`config.mk`:
```
export PLATFORM = sky130hd
export DESIGN_NAME = xif_copro_commit_ctrl_flat
export DESIGN_NICKNAME = d
export VERILOG_FILES = /design/src/rtl/xif_copro_commit_ctrl_if.sv /design/src/rtl/xif_copro_commit_ctrl.sv /design/src/flat_wrapper.sv
export SDC_FILE = /design/constraint.sdc
export NUM_CORES = 1
export LEC_CHECK = 0
export BUFFER_PORTS_ARGS = -buffer_cell sky130_fd_sc_hd__buf_2
export CAP_MARGIN = 0
export CORE_MARGIN = 4
export CORE_UTILIZATION = 52
export CTS_CLUSTER_DIAMETER = 150
export DETAILED_ROUTE_END_ITERATION = 7
export GPL_TIMING_DRIVEN = 1
export PLACE_DENSITY = 0.83
export SLEW_MARGIN = 20
export SYNTH_ARGS = -nofsm -noshare
export SYNTH_HDL_FRONTEND = slang
export SYNTH_SLANG_ARGS = --single-unit
```
`constraint.sdc`:
```
create_clock -name clk_i -period 37.9 [get_ports clk_i]
set_input_delay 3.79 -clock clk_i [delete_from_list [all_inputs] [get_ports clk_i]]
set_output_delay 3.79 -clock clk_i [all_outputs]
set_load 0.005 [all_outputs]
```
`src/rtl/xif_copro_commit_ctrl_if.sv`:
```
`default_nettype none
// ============================================================================
// Module   : xif_copro_pkg / xif_copro_commit_ctrl_if
// Purpose  : Shared coprocessor operator type plus the bundled issue, commit,
//            dispatch and result channels of the commit controller.
// Ports    : issue_*  - offload from core (valid/ready)
//            commit_* - commit/kill events (no backpressure)
//            ex_*     - dispatch to and results from the execution stage
//            result_* - XIF result channel (valid/ready)
//            inflight_o, err_o - status
// Modports : slave  - the commit controller
//            master - the surrounding core / execution stage / testbench
// Revision : 1.0 - initial release
// ============================================================================

package xif_copro_pkg;
  typedef enum logic [2:0] {
    OP_ADD    = 3'd0,
    OP_SUB    = 3'd1,
    OP_AND    = 3'd2,
    OP_OR     = 3'd3,
    OP_XOR    = 3'd4,
    OP_BITREV = 3'd5,
    OP_CLZ    = 3'd6,
    OP_POPCNT = 3'd7
  } copro_op_e;
endpackage

interface xif_copro_commit_ctrl_if #(
  parameter int XLEN     = 64,
  parameter int DEPTH    = 4,
  parameter int ID_WIDTH = 4
);
  import xif_copro_pkg::*;

  localparam int CNT_W = $clog2(DEPTH + 1);

  // issue channel
  logic                issue_valid_i;
  logic                issue_ready_o;
  logic [ID_WIDTH-1:0] issue_id_i;
  copro_op_e           issue_op_i;
  logic [XLEN-1:0]     issue_rs1_i;
  logic [XLEN-1:0]     issue_rs2_i;
  // commit channel
  logic                commit_valid_i;
  logic [ID_WIDTH-1:0] commit_id_i;
  logic                commit_kill_i;
  // dispatch toward execution stage
  logic                ex_valid_o;
  logic                ex_ready_i;
  logic [XLEN-1:0]     ex_operand_a_o;
  logic [XLEN-1:0]     ex_operand_b_o;
  copro_op_e           ex_operator_o;
  logic [ID_WIDTH-1:0] ex_tag_o;
  // results from execution stage
  logic                ex_valid_i;
  logic                ex_ready_o;
  logic [ID_WIDTH-1:0] ex_tag_i;
  logic [XLEN-1:0]     ex_result_i;
  // result channel
  logic                result_valid_o;
  logic                result_ready_i;
  logic [ID_WIDTH-1:0] result_id_o;
  logic [XLEN-1:0]     result_data_o;
  // status
  logic [CNT_W-1:0]    inflight_o;
  logic                err_o;

  modport slave (
    input  issue_valid_i, issue_id_i, issue_op_i, issue_rs1_i, issue_rs2_i,
    output issue_ready_o,
    input  commit_valid_i, commit_id_i, commit_kill_i,
    output ex_valid_o, ex_operand_a_o, ex_operand_b_o, ex_operator_o, ex_tag_o,
    input  ex_ready_i,
    input  ex_valid_i, ex_tag_i, ex_result_i,
    output ex_ready_o,
    output result_valid_o, result_id_o, result_data_o,
    input  result_ready_i,
    output inflight_o, err_o
  );

  modport master (
    output issue_valid_i, issue_id_i, issue_op_i, issue_rs1_i, issue_rs2_i,
    input  issue_ready_o,
    output commit_valid_i, commit_id_i, commit_kill_i,
    input  ex_valid_o, ex_operand_a_o, ex_operand_b_o, ex_operator_o, ex_tag_o,
    output ex_ready_i,
    output ex_valid_i, ex_tag_i, ex_result_i,
    input  ex_ready_o,
    input  result_valid_o, result_id_o, result_data_o,
    output result_ready_i,
    input  inflight_o, err_o
  );
endinterface

`default_nettype wire

```
`src/rtl/xif_copro_commit_ctrl.sv`:
```
`default_nettype none
// ============================================================================
// Module   : xif_copro_commit_ctrl
// Purpose  : In-order issue/commit controller. Buffers offloaded instructions
//            in program order, holds each until committed or killed, and
//            dispatches committed ones to a single-entry execution stage.
//            Execution results pass through a one-entry result register.
// Ports    : clk_i - clock, rising edge
//            rst_i - asynchronous active-high reset
//            bus   - issue/commit/dispatch/result channels (slave modport)
// Revision : 1.0 - initial release
// ============================================================================

module xif_copro_commit_ctrl
  import xif_copro_pkg::*;
#(
  parameter int XLEN     = 64,
  parameter int DEPTH    = 4,
  parameter int ID_WIDTH = 4
) (
  input  logic                   clk_i,
  input  logic                   rst_i,
  xif_copro_commit_ctrl_if.slave bus
);

  localparam int PTR_W = $clog2(DEPTH);
  localparam int CNT_W = $clog2(DEPTH + 1);

  localparam logic [1:0] ST_PENDING   = 2'd0;
  localparam logic [1:0] ST_COMMITTED = 2'd1;
  localparam logic [1:0] ST_KILLED    = 2'd2;

  // instruction buffer
  logic [ID_WIDTH-1:0] r_id  [DEPTH];
  copro_op_e           r_op  [DEPTH];
  logic [XLEN-1:0]     r_rs1 [DEPTH];
  logic [XLEN-1:0]     r_rs2 [DEPTH];
  logic [1:0]          r_st  [DEPTH];

  logic [PTR_W-1:0]    r_head;
  logic [PTR_W-1:0]    r_cptr;
  logic [PTR_W-1:0]    r_tail;
  logic [CNT_W-1:0]    r_count;
  // entries between head and commit pointer (already committed or killed)
  logic [CNT_W-1:0]    r_resolved;
  logic                r_err;

  // result register
  logic                r_res_valid;
  logic [ID_WIDTH-1:0] r_res_id;
  logic [XLEN-1:0]     r_res_data;

  logic       w_empty;
  logic       w_issue_ready;
  logic       w_issue_fire;
  logic [1:0] w_head_st;
  logic       w_ex_valid;
  logic       w_pop;
  logic       w_has_uncommitted;
  logic       w_commit_old;
  logic       w_commit_new;
  logic       w_commit_ok;
  logic       w_commit_err;
  logic [1:0] w_commit_st;
  logic       w_ex_ready;
  logic       w_res_load;

  assign w_empty       = (r_count == '0);
  assign w_issue_ready = (r_count < CNT_W'(DEPTH));
  assign w_issue_fire  = bus.issue_valid_i & w_issue_ready;
  assign w_head_st     = r_st[r_head];
  assign w_ex_valid    = ~w_empty & (w_head_st == ST_COMMITTED);
  // a killed head drains without dispatch; at most one pop per cycle
  assign w_pop         = ~w_empty & ((w_head_st == ST_KILLED) |
                                     ((w_head_st == ST_COMMITTED) & bus.ex_ready_i));

  assign w_has_uncommitted = (r_count != r_resolved);
  assign w_commit_old = bus.commit_valid_i & w_has_uncommitted &
                        (r_id[r_cptr] == bus.commit_id_i);
  // with nothing uncommitted the commit pointer equals the tail, so a commit
  // matching the instruction issued this cycle lands on the new entry
  assign w_commit_new = bus.commit_valid_i & ~w_has_uncommitted & w_issue_fire &
                        (bus.issue_id_i == bus.commit_id_i);
  assign w_commit_ok  = w_commit_old | w_commit_new;
  assign w_commit_err = bus.commit_valid_i & ~w_commit_ok;
  assign w_commit_st  = bus.commit_kill_i ? ST_KILLED : ST_COMMITTED;

  assign w_ex_ready = ~r_res_valid | bus.result_ready_i;
  assign w_res_load = bus.ex_valid_i & w_ex_ready;

  always_ff @(posedge clk_i or posedge rst_i) begin
    if (rst_i) begin
      for (int i = 0; i < DEPTH; i++) begin
        r_id[i]  <= '0;
        r_op[i]  <= OP_ADD;
        r_rs1[i] <= '0;
        r_rs2[i] <= '0;
        r_st[i]  <= ST_PENDING;
      end
      r_head     <= '0;
      r_cptr     <= '0;
      r_tail     <= '0;
      r_count    <= '0;
      r_resolved <= '0;
      r_err      <= 1'b0;
    end else begin
      if (w_issue_fire) begin
        r_id[r_tail]  <= bus.issue_id_i;
        r_op[r_tail]  <= bus.issue_op_i;
        r_rs1[r_tail] <= bus.issue_rs1_i;
        r_rs2[r_tail] <= bus.issue_rs2_i;
        r_st[r_tail]  <= ST_PENDING;
        r_tail        <= r_tail + PTR_W'(1);
      end
      // placed after the issue write so a same-cycle commit overrides PENDING
      if (w_commit_ok) begin
        r_st[r_cptr] <= w_commit_st;
        r_cptr       <= r_cptr + PTR_W'(1);
      end
      if (w_pop) begin
        r_head <= r_head + PTR_W'(1);
      end
      r_count    <= r_count + CNT_W'(w_issue_fire) - CNT_W'(w_pop);
      r_resolved <= r_resolved + CNT_W'(w_commit_ok) - CNT_W'(w_pop);
      if (w_commit_err) begin
        r_err <= 1'b1;
      end
    end
  end

  always_ff @(posedge clk_i or posedge rst_i) begin
    if (rst_i) begin
      r_res_valid <= 1'b0;
      r_res_id    <= '0;
      r_res_data  <= '0;
    end else if (w_res_load) begin
      r_res_valid <= 1'b1;
      r_res_id    <= bus.ex_tag_i;
      r_res_data  <= bus.ex_result_i;
    end else if (bus.result_ready_i) begin
      r_res_valid <= 1'b0;
    end
  end

  assign bus.issue_ready_o  = w_issue_ready;
  assign bus.ex_valid_o     = w_ex_valid;
  assign bus.ex_operand_a_o = r_rs1[r_head];
  assign bus.ex_operand_b_o = r_rs2[r_head];
  assign bus.ex_operator_o  = r_op[r_head];
  assign bus.ex_tag_o       = r_id[r_head];
  assign bus.ex_ready_o     = w_ex_ready;
  assign bus.result_valid_o = r_res_valid;
  assign bus.result_id_o    = r_res_id;
  assign bus.result_data_o  = r_res_data;
  assign bus.inflight_o     = r_count;
  assign bus.err_o          = r_err;

endmodule

`default_nettype wire
```
`src/flat_wrapper.sv`:
```
// flat-port wrapper written by rule: the top's interface ports become plain ports
module xif_copro_commit_ctrl_flat import xif_copro_pkg::*;
#(
  parameter int XLEN     = 64,
  parameter int DEPTH    = 4,
  parameter int ID_WIDTH = 4
)
  (clk_i, rst_i, bus_issue_valid_i, bus_issue_id_i, bus_issue_op_i, bus_issue_rs1_i, bus_issue_rs2_i, bus_issue_ready_o, bus_commit_valid_i, bus_commit_id_i, bus_commit_kill_i, bus_ex_valid_o, bus_ex_operand_a_o, bus_ex_operand_b_o, bus_ex_operator_o, bus_ex_tag_o, bus_ex_ready_i, bus_ex_valid_i, bus_ex_tag_i, bus_ex_result_i, bus_ex_ready_o, bus_result_valid_o, bus_result_id_o, bus_result_data_o, bus_result_ready_i, bus_inflight_o, bus_err_o);
  xif_copro_commit_ctrl_if #(.XLEN(XLEN), .DEPTH(DEPTH), .ID_WIDTH(ID_WIDTH)) bus_i ();
  input  logic clk_i;
  input  logic rst_i;
  input wire logic [$bits(bus_i.issue_valid_i)-1:0] bus_issue_valid_i;
  input wire logic [$bits(bus_i.issue_id_i)-1:0] bus_issue_id_i;
  input wire logic [$bits(bus_i.issue_op_i)-1:0] bus_issue_op_i;
  input wire logic [$bits(bus_i.issue_rs1_i)-1:0] bus_issue_rs1_i;
  input wire logic [$bits(bus_i.issue_rs2_i)-1:0] bus_issue_rs2_i;
  output wire logic [$bits(bus_i.issue_ready_o)-1:0] bus_issue_ready_o;
  input wire logic [$bits(bus_i.commit_valid_i)-1:0] bus_commit_valid_i;
  input wire logic [$bits(bus_i.commit_id_i)-1:0] bus_commit_id_i;
  input wire logic [$bits(bus_i.commit_kill_i)-1:0] bus_commit_kill_i;
  output wire logic [$bits(bus_i.ex_valid_o)-1:0] bus_ex_valid_o;
  output wire logic [$bits(bus_i.ex_operand_a_o)-1:0] bus_ex_operand_a_o;
  output wire logic [$bits(bus_i.ex_operand_b_o)-1:0] bus_ex_operand_b_o;
  output wire logic [$bits(bus_i.ex_operator_o)-1:0] bus_ex_operator_o;
  output wire logic [$bits(bus_i.ex_tag_o)-1:0] bus_ex_tag_o;
  input wire logic [$bits(bus_i.ex_ready_i)-1:0] bus_ex_ready_i;
  input wire logic [$bits(bus_i.ex_valid_i)-1:0] bus_ex_valid_i;
  input wire logic [$bits(bus_i.ex_tag_i)-1:0] bus_ex_tag_i;
  input wire logic [$bits(bus_i.ex_result_i)-1:0] bus_ex_result_i;
  output wire logic [$bits(bus_i.ex_ready_o)-1:0] bus_ex_ready_o;
  output wire logic [$bits(bus_i.result_valid_o)-1:0] bus_result_valid_o;
  output wire logic [$bits(bus_i.result_id_o)-1:0] bus_result_id_o;
  output wire logic [$bits(bus_i.result_data_o)-1:0] bus_result_data_o;
  input wire logic [$bits(bus_i.result_ready_i)-1:0] bus_result_ready_i;
  output wire logic [$bits(bus_i.inflight_o)-1:0] bus_inflight_o;
  output wire logic [$bits(bus_i.err_o)-1:0] bus_err_o;
  assign bus_i.issue_valid_i = bus_issue_valid_i;
  assign bus_i.issue_id_i = bus_issue_id_i;
  assign bus_i.issue_op_i = bus_issue_op_i;
  assign bus_i.issue_rs1_i = bus_issue_rs1_i;
  assign bus_i.issue_rs2_i = bus_issue_rs2_i;
  assign bus_issue_ready_o = bus_i.issue_ready_o;
  assign bus_i.commit_valid_i = bus_commit_valid_i;
  assign bus_i.commit_id_i = bus_commit_id_i;
  assign bus_i.commit_kill_i = bus_commit_kill_i;
  assign bus_ex_valid_o = bus_i.ex_valid_o;
  assign bus_ex_operand_a_o = bus_i.ex_operand_a_o;
  assign bus_ex_operand_b_o = bus_i.ex_operand_b_o;
  assign bus_ex_operator_o = bus_i.ex_operator_o;
  assign bus_ex_tag_o = bus_i.ex_tag_o;
  assign bus_i.ex_ready_i = bus_ex_ready_i;
  assign bus_i.ex_valid_i = bus_ex_valid_i;
  assign bus_i.ex_tag_i = bus_ex_tag_i;
  assign bus_i.ex_result_i = bus_ex_result_i;
  assign bus_ex_ready_o = bus_i.ex_ready_o;
  assign bus_result_valid_o = bus_i.result_valid_o;
  assign bus_result_id_o = bus_i.result_id_o;
  assign bus_result_data_o = bus_i.result_data_o;
  assign bus_i.result_ready_i = bus_result_ready_i;
  assign bus_inflight_o = bus_i.inflight_o;
  assign bus_err_o = bus_i.err_o;
  xif_copro_commit_ctrl #(.XLEN(XLEN), .DEPTH(DEPTH), .ID_WIDTH(ID_WIDTH)) u_core (.clk_i(clk_i), .rst_i(rst_i), .bus(bus_i));
endmodule
```
==> impl_metrics.tcl <==
set metrics [dict create \
    clock_path_buffers 3 \
    rsz0062_at_grt "no" \
    finalPower_w 0.00295 \
    cp_slowest_cell "nand2b_1" \
    io_buffer_count 425 \
    layout-drive-gt1-share_pct 63.1 \
    p_int_w 0.00206 \
    cts_root_buffer "clkbuf_16" \
    post_drt_wl_per_cell_um 22.8 \
    fin_ws_ns 29.81 \
    cts_setup_buffers 0 \
    synth_top_cells_by_area "dfrtp_1 58%, mux2_2 25%, mux4_2 11%" \
    power_frac_comb_pct 37.2 \
    cts-resized-gates 0 \
    htreeDepth 3 \
    firstDrtPassIters 4 \
    hold_viol_final 0 \
    grt-ovfl-total 0 \
    busiest_layer "met2" \
    fillers 3637 \
    ant_nets 0 \
    tightest_slew_ns 1.08 \
    gp_congestion 0.860 \
    fp.dieW_um 237 \
    clock_latency_ns 0.58 \
    die_area_um2 56000 \
    netlist-cell-type-count 36 \
    ir_drop_mv 0.0591 \
    initial_utilization_pct 52.8 \
    ios 426 \
    drt_iter0_markers 865 \
    holdWs_ns 0.485 \
    p_switching_w 0.000887 \
    grt_pass1_vias 17600 \
    setup_viol 0 \
    hold_start "u_core.bus.err_o" \
    finalCriticalPeriod_ns 8.09 \
    syn_nets 1844 \
    synthToLayoutAreaGrowth_pct 18.9 \
    path_cells "buf_2 -> nand2b_1 -> buf_2" \
    pre_cts_ws_ns 29.84 \
    grtUsageMet2_pct 37.3 \
    min_path_type "flop to flop" \
    coreArea_um2 51500 \
    end_kind "primary output" \
    critPathKind "primary input to primary output" \
    crit_family "buffers and inverters" \
    totalWireLength_mm 63.0 \
    vias 15800 \
    grt_usage_pct 22.5 \
    max-slew-margin-rel_pct 27.9 \
    cts_buffers 67 \
    critPathMaxStageDelay_ns 0.22 \
    cts_tree "done" \
    dieHeight_um 237 \
    cts.clk_slew.worst_paths_ns 0.06 \
    worstReg2RegStart "u_core.r_head[1]" \
    ys_warn_count 0 \
    crit_buf_inv 2 \
    start_kind "primary input" \
    finalCritPeriodShare_pct 21.3 \
    syn_area_um2 27200 \
    clock_skew_ns 0.0159 \
    power.share.clock_pct 23.3 \
    ctsHoldBuffers 0 \
    drv_cap 0 \
    p_seq_share_pct 39.4 \
    p_sw_share_pct 30.1 \
    slew_violations 0 \
    leakagePower_nw 14.5 \
    final_util_pct 62.8 \
    power_density_nw_per_um2 91.2 \
    min_to "u_core.bus.err_o" \
    regToRegEndpoint "u_core.r_resolved[2]" \
    status "finished, final reports clean" \
    rr_worst_depth 11 \
    antenna_found_initial 19 \
    syn_inst 1615 \
    dp_hpwl_mm 40.5 \
    hold_depth 1 \
    cts.sinks 630 \
    critPathMaxFanout 3 \
    cp.required_ns 34.11 \
    synth-seq-cells 630 \
    fin_nets 2259 \
    fin_setup_tns_ns 0 \
    avgSynthCellArea_um2 16.8 \
    grt_max_degree 133 \
    grt_util_met3_pct 6.36 \
    vias_per_cell 5.72 \
    grt_use_met1_pct 29.1 \
    reg2reg_slack_ns 33.35 \
    synth_top_cell_area_share_pct 58.0 \
    rows 83 \
    worstPathArrival_ns 4.30 \
    synth_largest_area_cell "dfrtp_1" \
    drcViolationCount 0 \
    grt_pass1_wl_mm 100 \
    synth-seq-area-share_pct 58.0 \
    max_freq_mhz 124 \
    crit_path_frequent_cell "buf_2" \
]
-- sequential cells by signal (all words and copies together), names as in the netlist --
name                       cells
u_core.r_rs1                 256
u_core.r_rs2                 256
u_core.bus.result_data_o      64
u_core.r_id                   16
u_core.r_op                   12
u_core.r_st                    8
u_core.bus.result_id_o         4
u_core.bus.inflight_o          3
u_core.r_resolved              3
u_core.r_cptr                  2
u_core.r_head                  2
u_core.r_tail                  2
u_core.bus.err_o               1
u_core.bus.result_valid_o      1
-- Yosys cell counts, drive strengths merged --
cell,count
dfrtp,630
clkbuf,60
mux4,141
and3,1
nand2,19
o41ai,4
ha,12
o21bai,1
mux2,609
xor2,5
nand3,3
xnor2,14
inv,15
nor3,6
nor2,4
nand2b,3
or2,1
o31ai,1
a21oi,5
buf,44
a221oi,4
o21ai,2
o2111ai,8
fa,2
nand3b,9
nor2b,5
nor3b,5
or3,2
-- cell families after synthesis --
family,after synthesis,share of synthesized area [%]
multiplexers,750,37.0
AND/OR/NAND/NOR,58,1.16
AO/OA/AOI/OAI,25,0.759
buffers and inverters,119,1.77
adder cells (fa/ha/maj),14,0.700
XOR/XNOR,19,0.640
flip-flops,630,58.0
-- area by class of cell --
cell class              instances  area, um2  area share, %
multi-input cells             866      10900           33.8
clock inverters                18        279          0.863
clock buffers                 101       2070           6.40
inverters                      15       63.8          0.197
diodes                         10       25.0         0.0774
well taps                     680        851           2.63
repair buffers                450       2330           7.20
flip-flops and latches        630      15800           48.8
-- worst register-to-register path, stage by stage, from the launching register on --
cell and delay [ns]:
dfrtp_4 0.69, buf_4 0.75, buf_4 0.88, mux4_2 0.46, nand3b_1 0.18, a21oi_1 0.34
ha_1 0.21, inv_1 0.04, ha_1 0.20, fa_1 0.40, xnor2_1 0.19, xnor2_1 0.15
-- through the flow --
| step | area, um2 | cells |
|---|---|---|
| 2_1_floorplan | 27200 | 1615 |
| 3_3_place_gp | 29900 | 2641 |
| 3_5_place_dp | 29900 | 2641 |
| 4_1_cts | 32300 | 2760 |
| 5_1_grt | 32300 | 2768 |
| 6_report | 32300 | 2770 |
-- cells in the final DEF (no fill, tap or decap), types with 4 or more instances in the layout --
| cell type | count |
|---|---|
| a21oi_1 | 5 |
| a221oi_1 | 4 |
| buf_2 | 425 |
| buf_4 | 22 |
| bufinv_16 | 7 |
| clkbuf_1 | 12 |
| clkbuf_16 | 71 |
| clkbuf_8 | 18 |
| clkinv_2 | 7 |
| dfrtp_1 | 628 |
| diode_2 | 10 |
| ha_1 | 12 |
| inv_1 | 14 |
| mux2_2 | 608 |
| mux4_2 | 138 |
| nand2_1 | 18 |
| nand3b_1 | 9 |
| nor2_1 | 4 |
| nor2b_1 | 5 |
| nor3_1 | 6 |
| nor3b_1 | 5 |
| o2111ai_1 | 8 |
| o41ai_1 | 4 |
| xnor2_1 | 14 |
| xor2_1 | 4 |
-- worst max path at each step --
stage                                  start                to  slack (ns)  cells after the start
after floorplan                        rst_i  u_core.bus.err_o       16.46                      1
after global placement    bus_result_ready_i    bus_ex_ready_o       29.85                      3
after detailed placement  bus_result_ready_i    bus_ex_ready_o       29.84                      3
after CTS                 bus_result_ready_i    bus_ex_ready_o       29.82                      3
after global routing      bus_result_ready_i    bus_ex_ready_o       29.81                      3
final                     bus_result_ready_i    bus_ex_ready_o       29.81                      3
-- power by group through the flow --
stage,combinational (W),sequential [W],clock (W)
after floorplan,0.000786,0.00110,0
after global placement,0.00107,0.00113,0
after detailed placement,0.00111,0.00117,0
after CTS,0.00112,0.00116,0.000701
after global routing,0.00119,0.00119,0.000732
final,0.00110,0.00116,0.000688
-- routing by layer --
| metal | vias to the layer above | share of wire [%] |
|---|---|---|
| met2 | 431 | 50 |
| met5 | - | 0.25 |
| li1 | 6852 | - |
| met3 | 136 | 6.4 |
| met4 | 20 | 2.9 |
| met1 | 8401 | 40 |
Note: power is estimated with default switching activity, not from simulation.
